--- src/rtl/ps2_ctrl_pkg.sv ---
// Shared types and constants for the PS/2 key event controller:
// prefix FSM states, prefix byte values and event-word layout.
package ps2_ctrl_pkg;

  localparam int unsigned EVT_W       = 10;
  localparam int unsigned EVT_BRK_BIT = 9;
  localparam int unsigned EVT_EXT_BIT = 8;

  localparam logic [7:0] PS2_PREFIX_EXT = 8'hE0;
  localparam logic [7:0] PS2_PREFIX_BRK = 8'hF0;

  typedef enum logic [1:0] {
    ST_IDLE    = 2'd0,
    ST_EXT     = 2'd1,
    ST_BRK     = 2'd2,
    ST_EXT_BRK = 2'd3
  } ps2_state_e;

  // Assemble an event word from the prefix flags and the scan code.
  function automatic logic [EVT_W-1:0] make_evt(input logic brk, input logic ext,
                                                input logic [7:0] code);
    logic [EVT_W-1:0] e;
    e              = '0;
    e[EVT_BRK_BIT] = brk;
    e[EVT_EXT_BIT] = ext;
    e[7:0]         = code;
    return e;
  endfunction

endpackage

--- src/rtl/ps2_event_fifo.sv ---
// Show-ahead synchronous FIFO for key events; rdata is the head entry,
// or zero while empty. A push while full is accepted only alongside a pop.
module ps2_event_fifo #(
  parameter int unsigned DEPTH = 8,
  parameter int unsigned W     = 10
) (
  input  logic                     clk,
  input  logic                     reset,
  input  logic                     push,
  input  logic [W-1:0]             wdata,
  input  logic                     pop,
  output logic [W-1:0]             rdata,
  output logic                     full,
  output logic                     empty,
  output logic                     drop,
  output logic [$clog2(DEPTH):0]   count
);

  localparam int unsigned AW = $clog2(DEPTH);

  logic [AW-1:0] wr_ptr_q, rd_ptr_q;
  logic [AW:0]   count_q;
  logic [W-1:0]  mem_q [DEPTH];
  logic          push_ok, pop_ok;

  assign empty   = (count_q == '0);
  assign full    = (count_q == (AW+1)'(DEPTH));
  assign pop_ok  = pop && !empty;
  assign push_ok = push && (!full || pop_ok);
  assign drop    = push && full && !pop_ok;
  assign count   = count_q;
  assign rdata   = empty ? '0 : mem_q[rd_ptr_q];

  always_ff @(posedge clk or posedge reset) begin
    if (reset) begin
      wr_ptr_q <= '0;
      rd_ptr_q <= '0;
      count_q  <= '0;
    end else begin
      if (push_ok) wr_ptr_q <= wr_ptr_q + AW'(1);
      if (pop_ok)  rd_ptr_q <= rd_ptr_q + AW'(1);
      if (push_ok && !pop_ok)      count_q <= count_q + (AW+1)'(1);
      else if (pop_ok && !push_ok) count_q <= count_q - (AW+1)'(1);
    end
  end

  // Storage needs no reset: rdata is masked while empty.
  always_ff @(posedge clk) begin
    if (push_ok) mem_q[wr_ptr_q] <= wdata;
  end

endmodule

--- src/rtl/ps2_key_event_ctrl.sv ---
// Merges E0/F0 prefixes with scan codes into key events, buffers them for the CPU.
// Define PS2_KEY_EVENT_OVF_EN to enable the sticky overflow flag.
module ps2_key_event_ctrl
  import ps2_ctrl_pkg::*;
#(
  parameter int unsigned DEPTH          = 8,
  parameter int unsigned TIMEOUT_CYCLES = 25000
) (
  input  logic                   clk,
  input  logic                   reset,
  input  logic                   in_valid,
  input  logic [7:0]             in_data,
  output logic                   dec_int_clear,
  input  logic                   irq_en,
  input  logic                   rd_pop,
  output logic [EVT_W-1:0]       evt_data,
  output logic                   evt_avail,
  output logic [$clog2(DEPTH):0] evt_count,
  output logic                   irq,
  output logic                   overflow,
  input  logic                   ovf_clear
);

  localparam int unsigned TO_W = $clog2(TIMEOUT_CYCLES + 1);

  ps2_state_e       state_q;
  logic [TO_W-1:0]  to_cnt_q;
  logic             dec_int_clear_q;
  logic             is_pfx_c, push_c, empty, full, drop;
  logic [EVT_W-1:0] push_data_c;

  assign is_pfx_c    = (in_data == PS2_PREFIX_EXT) || (in_data == PS2_PREFIX_BRK);
  assign push_c      = in_valid && !is_pfx_c;
  assign push_data_c = make_evt((state_q == ST_BRK) || (state_q == ST_EXT_BRK),
                                (state_q == ST_EXT) || (state_q == ST_EXT_BRK),
                                in_data);

  // Prefix sequencer with idle timeout, plus decoder interrupt-clear pulse.
  always_ff @(posedge clk or posedge reset) begin
    if (reset) begin
      state_q         <= ST_IDLE;
      to_cnt_q        <= '0;
      dec_int_clear_q <= 1'b0;
    end else begin
      dec_int_clear_q <= in_valid;
      if (in_valid) begin
        to_cnt_q <= '0;
        case (state_q)
          ST_IDLE: begin
            if (in_data == PS2_PREFIX_EXT)      state_q <= ST_EXT;
            else if (in_data == PS2_PREFIX_BRK) state_q <= ST_BRK;
          end
          ST_EXT: begin
            if (in_data == PS2_PREFIX_BRK)      state_q <= ST_EXT_BRK;
            else if (in_data != PS2_PREFIX_EXT) state_q <= ST_IDLE;
          end
          default: state_q <= ST_IDLE;
        endcase
      end else if (state_q == ST_IDLE) begin
        to_cnt_q <= '0;
      end else if (to_cnt_q == TO_W'(TIMEOUT_CYCLES - 1)) begin
        state_q  <= ST_IDLE;
        to_cnt_q <= '0;
      end else begin
        to_cnt_q <= to_cnt_q + TO_W'(1);
      end
    end
  end

  ps2_event_fifo #(
    .DEPTH(DEPTH),
    .W    (EVT_W)
  ) u_fifo (
    .clk  (clk),
    .reset(reset),
    .push (push_c),
    .wdata(push_data_c),
    .pop  (rd_pop),
    .rdata(evt_data),
    .full (full),
    .empty(empty),
    .drop (drop),
    .count(evt_count)
  );

  assign dec_int_clear = dec_int_clear_q;
  assign evt_avail     = !empty;
  assign irq           = irq_en && !empty;

`ifdef PS2_KEY_EVENT_OVF_EN
  logic ovf_q;

  // Sticky overflow; a drop in the same cycle as a clear keeps it set.
  always_ff @(posedge clk or posedge reset) begin
    if (reset)          ovf_q <= 1'b0;
    else if (drop)      ovf_q <= 1'b1;
    else if (ovf_clear) ovf_q <= 1'b0;
  end

  assign overflow = ovf_q;

  logic unused_full;
  assign unused_full = full;
`else
  assign overflow = 1'b0;

  logic unused_ovf;
  assign unused_ovf = &{1'b0, ovf_clear, drop, full};
`endif

endmodule

--- config.mk ---
export PLATFORM = sky130hd
export DESIGN_NAME = ps2_key_event_ctrl
export DESIGN_NICKNAME = d
export VERILOG_FILES = /design/src/rtl/ps2_ctrl_pkg.sv /design/src/rtl/ps2_event_fifo.sv /design/src/rtl/ps2_key_event_ctrl.sv
export SDC_FILE = /design/constraint.sdc
export NUM_CORES = 1
export LEC_CHECK = 0
export ABC_AREA = 1
export ABC_CLOCK_PERIOD_IN_PS = 3700
export CAP_MARGIN = 40
export CORE_UTILIZATION = 40
export CTS_CLUSTER_DIAMETER = 30
export DETAILED_ROUTE_END_ITERATION = 10
export HOLD_SLACK_MARGIN = 0.1
export MAX_ROUTING_LAYER = met4
export SLEW_MARGIN = 20
export SYNTH_ARGS = -nofsm -noshare
export SYNTH_HDL_FRONTEND = slang
export SYNTH_SLANG_ARGS = --single-unit
--- constraint.sdc ---
create_clock -name clk -period 3.7 [get_ports clk]
set_input_delay 0.555 -clock clk [delete_from_list [all_inputs] [get_ports clk]]
set_output_delay 0.555 -clock clk [all_outputs]
set_load 0.02 [all_outputs]
==> summary.md, run 1 <==
| Metric | Value |
|---|---|
| Final Cycle Share | 81.86% |
| # Post-CTS Setup Buffers | 0 |
| # DRC | 2 |
| Critical path's largest stage delay | 0.62 ns |
| CP Data Arrival Time | 2.47 ns |
| Netlist Area Pre-Place | 4800 um2 |
| Final RePlAce weighted congestion | 0.7555 |
| Pint | 0.002582 W |
| Status | finished, violations left |
| Max-Cap Viols | 0 |
| Mean post-synth cell area | 10.88 um2 |
| FP Rows | 39 |
| CTS root buf | clkbuf_16 |
| CP Data Required Time | 3.14 ns |
| CTS resizes | 0 |
| Post-layout nets | 499 |
| Setup Skew | 0.007252 ns |
| Synth Instances | 441 |
| Least-Margin Pin Slew | 0.6569 ns |
| Combinational group share of total power | 38.0% |
| Reg2Reg Depth | 14 |
| Pwr per Cell Area | 731.1 nW/um2 |
| Flops & latches, synth | 108 |
| Post-synth top area share | 50.05% |
| Fmax | 330.1 MHz |
| Final setup fails | 0 |
| Area leader, netlist | edfxtp_1 |
| Initial antenna violation count | 0 |
| First-pass GRT wire length | 15.86 mm |
| Vias per cell | 5.042 |
| Storage element area | 3103 um2 |
| DR pass1 iterations | 7 |
| Clk pin slew, worst setup/hold paths | 0.08 ns |
| IO Port Bufs | 29 |
| Num CTS Buffers | 9 |
| Syn Nets | 462 |
| Detailed Place HPWL | 6.100 mm |
| Crit-path max FO | 18 |
| Worst setup path end | evt_data[7] |
| Vias in the first global route | 3196 |
| Filler Cell Count | 1039 |
| TritonCTS clock tree | yes |
| Ant. Diodes | 0 |
| Largest net degree at the start of global routing | 43 |
| Sw power | 0.001510 W |
| DIE WIDTH | 111.5 um |
| Die Footprint | 12440 um2 |
| Detailed Route WL | 9.497 mm |
| Setup TNS | 0 ns |
| Ys Warns | 0 |
| Clock Path Buffers | 2 |
| Async set-reset flop share out of synthesis | 25.93% |
| Htree depth | 3 |
| Reg2Reg Setup Slack | 0.82 ns |
| Prevailing post-synth register cell | edfxtp_1 |
| Hold_ws | 0.4632 ns |
| Vertical die dimension | 111.5 um |
| Setup crit start | u_fifo.rd_ptr_q[0] |
| Synth top area cells | edfxtp_1 (50%), dfrtp_1 (15%), nor2_1 (7.5%) |
| Core Box Area | 11560 um2 |
| Synth unique cells | 34 |
| Register area share after synthesis | 64.65% |
| Ports | 32 |
| Hold buffers post-CTS | 0 |
| First DRT Iteration DRCs | 168 |
| Sequential share of power | 39.4% |
| WL/cell | 15.17 um |
| Slowest CP cell | clkdlybuf4s50_1 |
| Number of synthesized flops with an enable pin | 80 |
| Critical path cell sequence | inv_1 -> buf_4 -> nor2_1 -> o21ai_0 -> o21ai_0 -> nor2_1 -> clkdlybuf4s50_1 |
| Clk pwr share | 22.5% |
| Critical path type | reg2out |
| Failing checks | DRC |
| Leakage power | 2.120 nW |
| Clk_lat worst skew | 0.35 ns |
| Sw frac | 36.91% |
| Congestion Overflow GR | 0 |
| Final ANT Viol Nets | 0 |
| Setup repair after global routing missed its margin | no |
| # clock sinks | 108 |
| Critical R2R Launch | u_fifo.count[0] |
| Post-route minimum period | 3.029 ns |
| Multi-input gate area | 1483 um2 |
| Relative slew slack | 56.16% |
| Max Slew Vio Count | 0 |
| Share of layout cells above drive strength 1 | 12.01% |
| Maximum vdd drop | 448.2 uV |
| GRT Overall Usage | 17.00% |
| Final hold viol count | 0 |
| Area growth from synthesis to layout | 16.61% |
| FF-to-FF End | u_fifo.count[3] |
| Initial Util | 41.50% |
| Via Count | 3156 |
| CP Capture Type | output pin |
| Hold Path Class | reg2reg |
| Worst setup SP type | flip-flop |
==> layer usage <==
layer	up-vias	routed length, um	global-route usage, %
met5	-	0	-
met4	0	159	5.045
met3	20	388	4.355
met2	63	4457	26.88
met1	1518	4492	21.60
li1	1555	-	-
==> cell usage in the layout (no fill, tap or decap), types with 5 or more instances in the layout <==
master and n:
nand2_1 54, mux2i_1 10, clkbuf_16 9, nor2_1 96, nand2_2 5, inv_1 27, o21ai_0 52, buf_4 15
edfxtp_1 80, nor2_2 7, xnor2_1 5, xor2_1 6, a21oi_1 5, nand3_1 5, clkdlybuf4s50_1 29, ha_1 6
o22ai_1 10, dfrtp_1 28
==> cell type report <==
cell class              count  area share, %
clock buffers               9          4.024
repair buffers             45          7.691
clock inverters             7          1.073
multi-input cells         283          26.49
well taps                 143          3.197
inverters                  31          2.079
flip-flops and latches    108          55.44
==> worst min path at each step <==
stage | start | slack, ns | to | cells after the start
final | to_cnt_q[0] | 0.46 | to_cnt_q[0] | 1
after global routing | to_cnt_q[0] | 0.49 | to_cnt_q[0] | 1
after CTS | to_cnt_q[0] | 0.46 | to_cnt_q[0] | 1
after detailed placement | to_cnt_q[0] | 0.45 | to_cnt_q[0] | 1
after global placement | to_cnt_q[0] | 0.44 | to_cnt_q[0] | 1
after floorplan | to_cnt_q[0] | 0.43 | to_cnt_q[0] | 1
==> metrics by stage <==
step	area, um2	setup slack [ns]	util [%]	power [W]	instances
after floorplan	4800	1.417	-	0.002627	441
after global placement	5284	0.5322	45.69	0.003168	609
after detailed placement	5311	0.4415	45.93	0.003201	610
after CTS	5597	0.6592	48.39	0.004116	626
after global routing	5597	0.4729	48.39	0.004342	626
final	5597	0.6710	48.39	0.004092	626
==> critical path: cells and delay by family, from the launching register on <==
| kind | cells | cell delay, ns |
|---|---|---|
| compound gates | 2 | 0.25 |
| buf+inv | 3 | 1.27 |
| flops | 1 | 0.38 |
| simple gates | 2 | 0.23 |
==> logic make-up after synthesis <==
family                     count (synthesis)  share of synthesized area, %
AOI/OAI and AO/OA                         72                         7.847
adders and majority gates                  7                         1.981
buffers and inverters                     50                         4.458
DFF                                      108                         64.65
xor gates and xnor gates                  11                         2.007
and+or+nand+nor                          181                         16.66
muxes                                     11                         2.320
other                                      1                       0.07813
==> synthesized netlist by cell type, types with 2 or more instances <==
cell type / instances
mux2i_1: 10
buf_4: 2
nand2_1: 54
buf_2: 8
a21oi_1: 5
edfxtp_1: 80
clkbuf_1: 7
nor2_4: 2
o21ai_1: 3
nor2_1: 96
nand3_1: 5
dfrtp_1: 28
o22ai_1: 10
xnor2_1: 5
nand2_2: 5
inv_1: 27
ha_1: 6
nor3_1: 4
xor2_1: 6
o21ai_0: 52
inv_2: 4
nor3b_2: 4
nor2_2: 7
==> power by group through the flow <==
| stage | clock, W | sequential [W] | combinational [W] |
|---|---|---|---|
| final | 0.000922 | 0.00161 | 0.00156 |
| after detailed placement | 0 | 0.00164 | 0.00156 |
| after floorplan | 0 | 0.00162 | 0.00100 |
| after CTS | 0.000932 | 0.00162 | 0.00157 |
| after global routing | 0.000976 | 0.00164 | 0.00173 |
| after global placement | 0 | 0.00164 | 0.00153 |
==> state kept, by name (all words and copies together), names as in the netlist <==
register         cells
u_fifo.mem_q        80
to_cnt_q            15
u_fifo.count         4
u_fifo.rd_ptr_q      3
u_fifo.wr_ptr_q      3
state_q              2
dec_int_clear        1
(Power assumes the default switching activity.)
==> run 2, diff against run 1 <==
--- a/config.mk
+++ b/config.mk
@@ -6,7 +6,7 @@
 export NUM_CORES = 1
 export LEC_CHECK = 0
 export ABC_AREA = 1
-export ABC_CLOCK_PERIOD_IN_PS = 3700
+export ABC_CLOCK_PERIOD_IN_PS = 2450
 export CAP_MARGIN = 40
 export CORE_UTILIZATION = 40
 export CTS_CLUSTER_DIAMETER = 30
==> constraint.sdc (replaced) <==
create_clock -name clk -period 2.45 [get_ports clk]
set_input_delay 0.3675 -clock clk [delete_from_list [all_inputs] [get_ports clk]]
set_output_delay 0.3675 -clock clk [all_outputs]
set_load 0.02 [all_outputs]
==> run 2 against run 1 <==
Against the previous run:
- the flow still finishes with violations (DRC)
- first-iteration DRC count is 11% higher
- routed wire length is 2.7% higher
- critical path depth is 8 higher
- setup slack worse by 0.53 ns
- sequential power is 50% higher
- via count is 2.5% higher
- non-clock buffer count is 25 higher
- global-route usage is 0.33 points higher
- clock skew is 0.0030 ns higher
- worst hold slack worse by 0.077 ns
- largest power group is now combinational cells
==> summary.md, run 2 (synthesis results as in run 1) <==
| Metric | Value |
|---|---|
| Status | finished, violations left (unchanged) |
| Failing checks | DRC (unchanged) |
| Fmax | 433.1 MHz |
| Max Slew Vio Count | 0 (unchanged) |
| First-pass GRT wire length | 16.05 mm (was 15.86 mm) |
| Power Total | 0.006352 W (was 0.004092 W) |
| Initial antenna violation count | 0 (unchanged) |
| Final ANT Viol Nets | 0 (unchanged) |
| Final RePlAce weighted congestion | 0.7893 (was 0.7555) |
| CP Data Arrival Time | 2.53 ns (was 2.47 ns) |
| Crit-path max FO | 4 (was 18) |
| Reg2Reg Depth | 14 (unchanged) |
| Htree depth | 3 (unchanged) |
| First DRT Iteration DRCs | 187 (was 168) |
| Met2 global-route usage | 27.58% (was 26.88%) |
| IO Port Bufs | 29 (unchanged) |
| Final setup fails | 0 (unchanged) |
| Least-Margin Pin Slew | 0.5883 ns (was 0.6569 ns) |
| Detailed Place HPWL | 6.640 mm (was 6.100 mm) |
| TritonCTS clock tree | yes (unchanged) |
| Setup repair after global routing missed its margin | no (unchanged) |
| Fin worst setup slack | 0.1408 ns (was 0.6710 ns) |
| Max-Cap Viols | 0 (unchanged) |
| Global route hottest layer | met2 (unchanged) |
| Clk_lat worst skew | 0.35 ns (about the same) |
| Vertical die dimension | 111.5 um (unchanged) |
| Core Box Area | 11560 um2 (unchanged) |
| Final Cycle Share | 94.25% |
| Detailed Route WL | 9.754 mm (was 9.497 mm) |
| Setup Skew | 0.01022 ns (was 0.007252 ns) |
| CP Capture Type | flip-flop (was output pin) |
| # clock sinks | 108 (unchanged) |
| CP Data Required Time | 2.67 ns (was 3.14 ns) |
| Via Count | 3234 (was 3156) |
| Worst setup SP type | input pin (was flip-flop) |
| DIE WIDTH | 111.5 um (unchanged) |
| Vias per cell | 4.968 (was 5.042) |
| Vias in the first global route | 3191 (was 3196) |
| Post-Place Setup Slack | -0.4584 ns (was 0.4415 ns) |
| Ports | 32 (unchanged) |
| Num CTS Buffers | 9 (unchanged) |
| Most frequent cells in the layout | nor2_1 (94), edfxtp_1 (80), nand2_1 (54) (was nor2_1 (96), edfxtp_1 (80), nand2_1 (54)) |
| CTS root buf | clkbuf_16 (unchanged) |
| Die Footprint | 12440 um2 (unchanged) |
| Post-route minimum period | 2.309 ns |
| Final hold viol count | 0 (unchanged) |
| GRT Overall Usage | 17.32% (was 17.00%) |
| DR pass1 iterations | 7 (unchanged) |
| Ant. Diodes | 0 (unchanged) |
| Congestion Overflow GR | 0 (unchanged) |
| # DRC | 2 (unchanged) |
| Register with the most flip-flops | u_fifo.mem_q (unchanged) |
| Filler Cell Count | 1009 (was 1039) |
| WL/cell | 14.98 um (was 15.17 um) |
| Max reg flops | 80 (unchanged) |
| Area growth from synthesis to layout | 21.59% (was 16.61%) |
| Hold Path Class | in2async (was reg2reg) |
| Relative slew slack | 60.63% (was 56.16%) |
| Pwr per Cell Area | 1088 nW/um2 (was 731.1 nW/um2) |
| Initial Util | 41.50% (unchanged) |
| FP Rows | 39 (unchanged) |
| Critical path type | in2reg (was reg2out) |
| Met3 Resource Use GR | 3.321% (was 4.355%) |
| # Post-CTS Setup Buffers | 0 (unchanged) |
| Leakage power | 2.264 nW (was 2.120 nW) |
| Met1 GRT Util | 22.27% (was 21.60%) |
| Largest net degree at the start of global routing | 29 (was 43) |
| Clk pin slew, worst setup/hold paths | 0.07 ns (was 0.08 ns) |
| Post-layout nets | 524 (was 499) |
| Maximum vdd drop | 612.8 uV (was 448.2 uV) |
| Most common cell after layout, fill and taps aside | nor2_1 (unchanged) |
| Clock Path Buffers | 2 (unchanged) |
| Share of layout cells above drive strength 1 | 16.73% (was 12.01%) |
==> run 2: cell count changes in the layout (fill, tap and decap cells not counted), moves of 2 or more <==
cell | before | now
buf_12 | 0 | 5
inv_6 | 3 | 1
nor2_1 | 96 | 94
clkinv_2 | 2 | 0
clkbuf_1 | 0 | 3
dlygate4sd2_1 | 0 | 10
clkdlybuf4s50_1 | 29 | 18
buf_4 | 15 | 35
==> run 2: path summary, 6_finish.rpt <==
check,from,to,slack (ns)
setup / recovery,in_data[6],u_fifo.count[3],0.14
hold / removal,reset,u_fifo.rd_ptr_q[2],0.39
setup reg to reg,u_fifo.count[1],u_fifo.count[3],0.25
hold reg to reg,to_cnt_q[0],to_cnt_q[0],0.46
max in group asynchronous,reset,u_fifo.rd_ptr_q[0],1.77
min in group clk,to_cnt_q[0],to_cnt_q[0],0.46
==> run 2: layer usage <==
| metal | up-vias | wire [um] |
|---|---|---|
| li1 | 1612 | - |
| met1 | 1549 | 4657 |
| met2 | 62 | 4592 |
| met3 | 11 | 336 |
| met4 | 0 | 168 |
| met5 | - | 0 |
==> run 2: timing repair <==
action,CTS,global route
endpoints found under the setup margin,12,3
hold buffers,0,0
pin swaps,0,1
resized for setup,13,6
==> run 2: through the flow <==
stage	hold slack [ns]	cell area, um2	utilization [%]	instances	TNS [ns]
floorplan	0.3989	4800	-	441	0
global placement	0.4489	5527	47.79	633	-5.874
detailed placement	0.4549	5534	47.85	634	-7.825
CTS	0.3878	5823	50.35	650	0
global route	0.4378	5836	50.46	651	0
finish	0.3860	5836	50.46	651	0
==> run 2: layout make-up <==
class / count / area, um2 / area share [%]
clock buffer: 13 / 250.2 / 4.288
clock inverter: 3 / 46.29 / 0.7933
inverter: 31 / 116.4 / 1.994
multi-input combinational: 283 / 1493 / 25.58
sequential: 108 / 3104 / 53.19
tap: 143 / 178.9 / 3.066
timing repair buffer: 70 / 646.9 / 11.08
==> run 2: power by group <==
group / leakage, nW / switching, W / internal (W)
clock: 0.140 / 0.000621 / 0.000826
sequential: 1.09 / 0.000144 / 0.00227
combinational: 1.03 / 0.00149 / 0.000999
total: 2.26 / 0.00226 / 0.00409
==> run 2: critical path: stages <==
cell	delay (ns)
clkdlybuf4s50_1	0.52
nand2_1	0.12
nor2_1	0.15
nand2_2	0.08
nand2_2	0.09
nor2_4	0.04
ha_1	0.18
inv_2	0.08
ha_1	0.26
a21oi_1	0.14
nand2_1	0.09
a21oi_1	0.18
o21ai_0	0.11
nand2_1	0.07
nand2_1	0.05
==> run 3, diff against run 2 <==
--- a/config.mk
+++ b/config.mk
@@ -8,6 +8,7 @@
 export ABC_AREA = 1
 export ABC_CLOCK_PERIOD_IN_PS = 2450
 export CAP_MARGIN = 40
+export CORE_MARGIN = 3
 export CORE_UTILIZATION = 40
 export CTS_CLUSTER_DIAMETER = 30
 export DETAILED_ROUTE_END_ITERATION = 10
==> run 3 against run 2 <==
Against the previous run:
- the flow now finishes without violations
- total power is 1.5% lower
- sequential power hardly changed
- global-route usage shrank 0.84 points
- clock skew is 0.0053 ns lower
- utilization decreased by 0.32 points
- non-clock buffer count down 5
- clock power shrank 6%
==> summary.md, run 3 (synthesis results as in run 1) <==
| Metric | Value |
|---|---|
| Worst setup SP type | flip-flop (was input pin) |
| Num CTS Buffers | 9 (unchanged) |
| Congestion Overflow GR | 0 (unchanged) |
| Largest net degree at the start of global routing | 29 (unchanged) |
| Pwr per Cell Area | 1079 nW/um2 (was 1088 nW/um2) |
| Fin worst setup slack | 0.1211 ns (was 0.1408 ns) |
| GRT Overall Usage | 16.49% (was 17.32%) |
| Clk pin slew, worst setup/hold paths | 0.06 ns (was 0.07 ns) |
| Final RePlAce weighted congestion | 0.7949 (was 0.7893) |
| First DRT Iteration DRCs | 192 (was 187) |
| Setup TNS | 0 ns (unchanged) |
| DIE WIDTH | 115.5 um (was 111.5 um) |
| Die Footprint | 13350 um2 (was 12440 um2) |
| Initial Util | 41.50% (unchanged) |
| Vias per cell | 4.910 (was 4.968) |
| # Post-CTS Setup Buffers | 0 (unchanged) |
| # clock sinks | 108 (unchanged) |
| Final setup fails | 0 (unchanged) |
| CTS root buf | clkbuf_16 (unchanged) |
| Critical path type | reg2out (was in2reg) |
| Setup Skew | 0.004893 ns (was 0.01022 ns) |
| Detailed Route WL | 9.639 mm (was 9.754 mm) |
| IO Port Bufs | 29 (unchanged) |
| Setup crit start | u_fifo.rd_ptr_q[0] (was in_data[6]) |
| Clk_lat worst skew | 0.34 ns (was 0.35 ns) |
| First-pass GRT wire length | 16.16 mm (was 16.05 mm) |
| Final ANT Viol Nets | 0 (unchanged) |
| Htree depth | 3 (unchanged) |
| Detailed Place HPWL | 6.417 mm (was 6.640 mm) |
| Leakage power | 2.256 nW (was 2.264 nW) |
| Final std cells w/o fill | 645 (was 651) |
| # DRC | 0 (was 2) |
| Clock Path Buffers | 2 (unchanged) |
| CP bufs+invs | 3 (was 2) |
| Register with the most flip-flops | u_fifo.mem_q (unchanged) |
| Vertical die dimension | 115.5 um (was 111.5 um) |
| Area growth from synthesis to layout | 20.80% (was 21.59%) |
| TritonCTS clock tree | yes (unchanged) |
| Maximum vdd drop | 549.0 uV (was 612.8 uV) |
| Filler Cell Count | 1025 (was 1009) |
| WL/cell | 14.94 um (was 14.98 um) |
| Critical path cell sequence | inv_1 -> buf_4 -> nor2_1 -> o21ai_0 -> o21ai_0 -> nor2_1 -> dlygate4sd2_1 (was clkdlybuf4s50_1 -> nand2_1 -> nor2_1 -> nand2_2 -> nand2_2 -> nor2_4 -> ha_1 -> inv_2 -> ha_1 -> a21oi_1 -> nand2_1 -> a21oi_1 -> o21ai_0 -> nand2_1 -> nand2_1) |
| Share of layout cells above drive strength 1 | 15.54% (was 16.73%) |
| Slowest CP cell | dfrtp_2 (was clkdlybuf4s50_1) |
| Core Box Area | 11560 um2 (unchanged) |
| Final hold viol count | 0 (unchanged) |
| Family with the most delay on the worst path | buffers and inverters (was simple AND/OR/NAND/NOR gates) |
| Most frequent cells in the layout | nor2_1 (94), edfxtp_1 (80), nand2_1 (54) (unchanged) |
| Via Count | 3167 (was 3234) |
| Hold buffers post-CTS | 0 (unchanged) |
| DR pass1 iterations | 5 (was 7) |
| CP Data Required Time | 2.08 ns (was 2.67 ns) |
| Critical R2R Launch | u_fifo.count[1] (unchanged) |
| Placed insts | 630 (was 634) |
| Hold Path Class | in2async (unchanged) |
| FP Rows | 39 (unchanged) |
| Critical path's largest stage delay | 0.44 ns (was 0.52 ns) |
| Fmax | 429.4 MHz (was 433.1 MHz) |
| Post-Place Setup Slack | -0.4289 ns (was -0.4584 ns) |
| Post-layout nets | 519 (was 524) |
| Max Slew Vio Count | 0 (unchanged) |
| Vias in the first global route | 3184 (was 3191) |
| Crit-path max FO | 13 (was 4) |
| Initial antenna violation count | 0 (unchanged) |
| Max-Cap Viols | 0 (unchanged) |
| Most common cell after layout, fill and taps aside | nor2_1 (unchanged) |
| Final Cycle Share | 95.06% (was 94.25%) |
| CP Capture Type | output pin (was flip-flop) |
| Post-route minimum period | 2.329 ns (was 2.309 ns) |
| Ant. Diodes | 0 (unchanged) |
| Ports | 32 (unchanged) |
| Status | complete, no violations (was finished, violations left) |
| CP Data Arrival Time | 1.96 ns (was 2.53 ns) |
| Max reg flops | 80 (unchanged) |
## run 3: cell types whose count changed in the layout (fill, tap and decap cells not counted), sizes merged
cell,previous run,this run
clkdlybuf4s15,0,1
clkinv,0,3
buf,41,36
clkdlybuf4s50,18,16
clkinvlp,1,0
clkbuf,14,11
inv,32,31
dlymetal6s2s,0,2
## run 3: final timing paths
check                                endpoint  slack, ns  cells after the start
max                               evt_data[8]       0.12                      7
min                             dec_int_clear       0.38                      3
max reg2reg                   u_fifo.count[3]       0.28                     14
min reg2reg                       to_cnt_q[0]       0.46                      1
max in group asynchronous  u_fifo.rd_ptr_q[0]       1.76                      3
min in group clk           u_fifo.mem_q[1][0]       0.42                      1
## run 3: per-layer routing
metal | GRT usage (%) | vias to the layer above | wire length (um) | part of all wire, %
li1 | - | 1600 | - | -
met3 | 4.804 | 10 | 600 | 6.2
met2 | 25.58 | 82 | 4712 | 49
met1 | 20.92 | 1475 | 4225 | 44
met4 | 5.399 | 0 | 101 | 1.0
met5 | - | - | 0 | 0
## run 3: cell type report
class / count / area, um2 / share of cell area, %
sequential: 108 / 3105 / 53.56
multi-input combinational: 283 / 1491 / 25.72
timing repair buffer: 65 / 631.9 / 10.90
clock buffer: 11 / 232.7 / 4.014
tap: 143 / 178.9 / 3.086
inverter: 31 / 116.4 / 2.007
clock inverter: 4 / 41.29 / 0.7121
## run 3: tightest hold or removal path, stage by stage
cell	delay [ns]
clkdlybuf4s50_1	0.39
inv_1	0.05
buf_4	0.33
## run 3: power by group
group / switching [W] / total [W] / internal (W)
Sequential: 0.000157 / 0.00243 / 0.00227
Combinational: 0.00147 / 0.00247 / 0.00100
Clock: 0.000583 / 0.00136 / 0.000777
## run 3: what timing repair did
action,4_1_cts,5_1_grt
resized for setup,14,7
hold endpoints to repair,0,0
setup endpoints to repair,11,3
pin swaps,0,2
## run 3: through the flow
step / hold slack (ns) / area [um2] / utilization [%] / total power [W]
2_1_floorplan: 0.3989 / 4800 / - / 0.003967
3_3_place_gp: 0.4434 / 5517 / 47.70 / 0.005012
3_5_place_dp: 0.4548 / 5517 / 47.70 / 0.005060
4_1_cts: 0.3876 / 5784 / 50.02 / 0.006327
5_1_grt: 0.4149 / 5798 / 50.14 / 0.006714
6_report: 0.3812 / 5798 / 50.14 / 0.006256
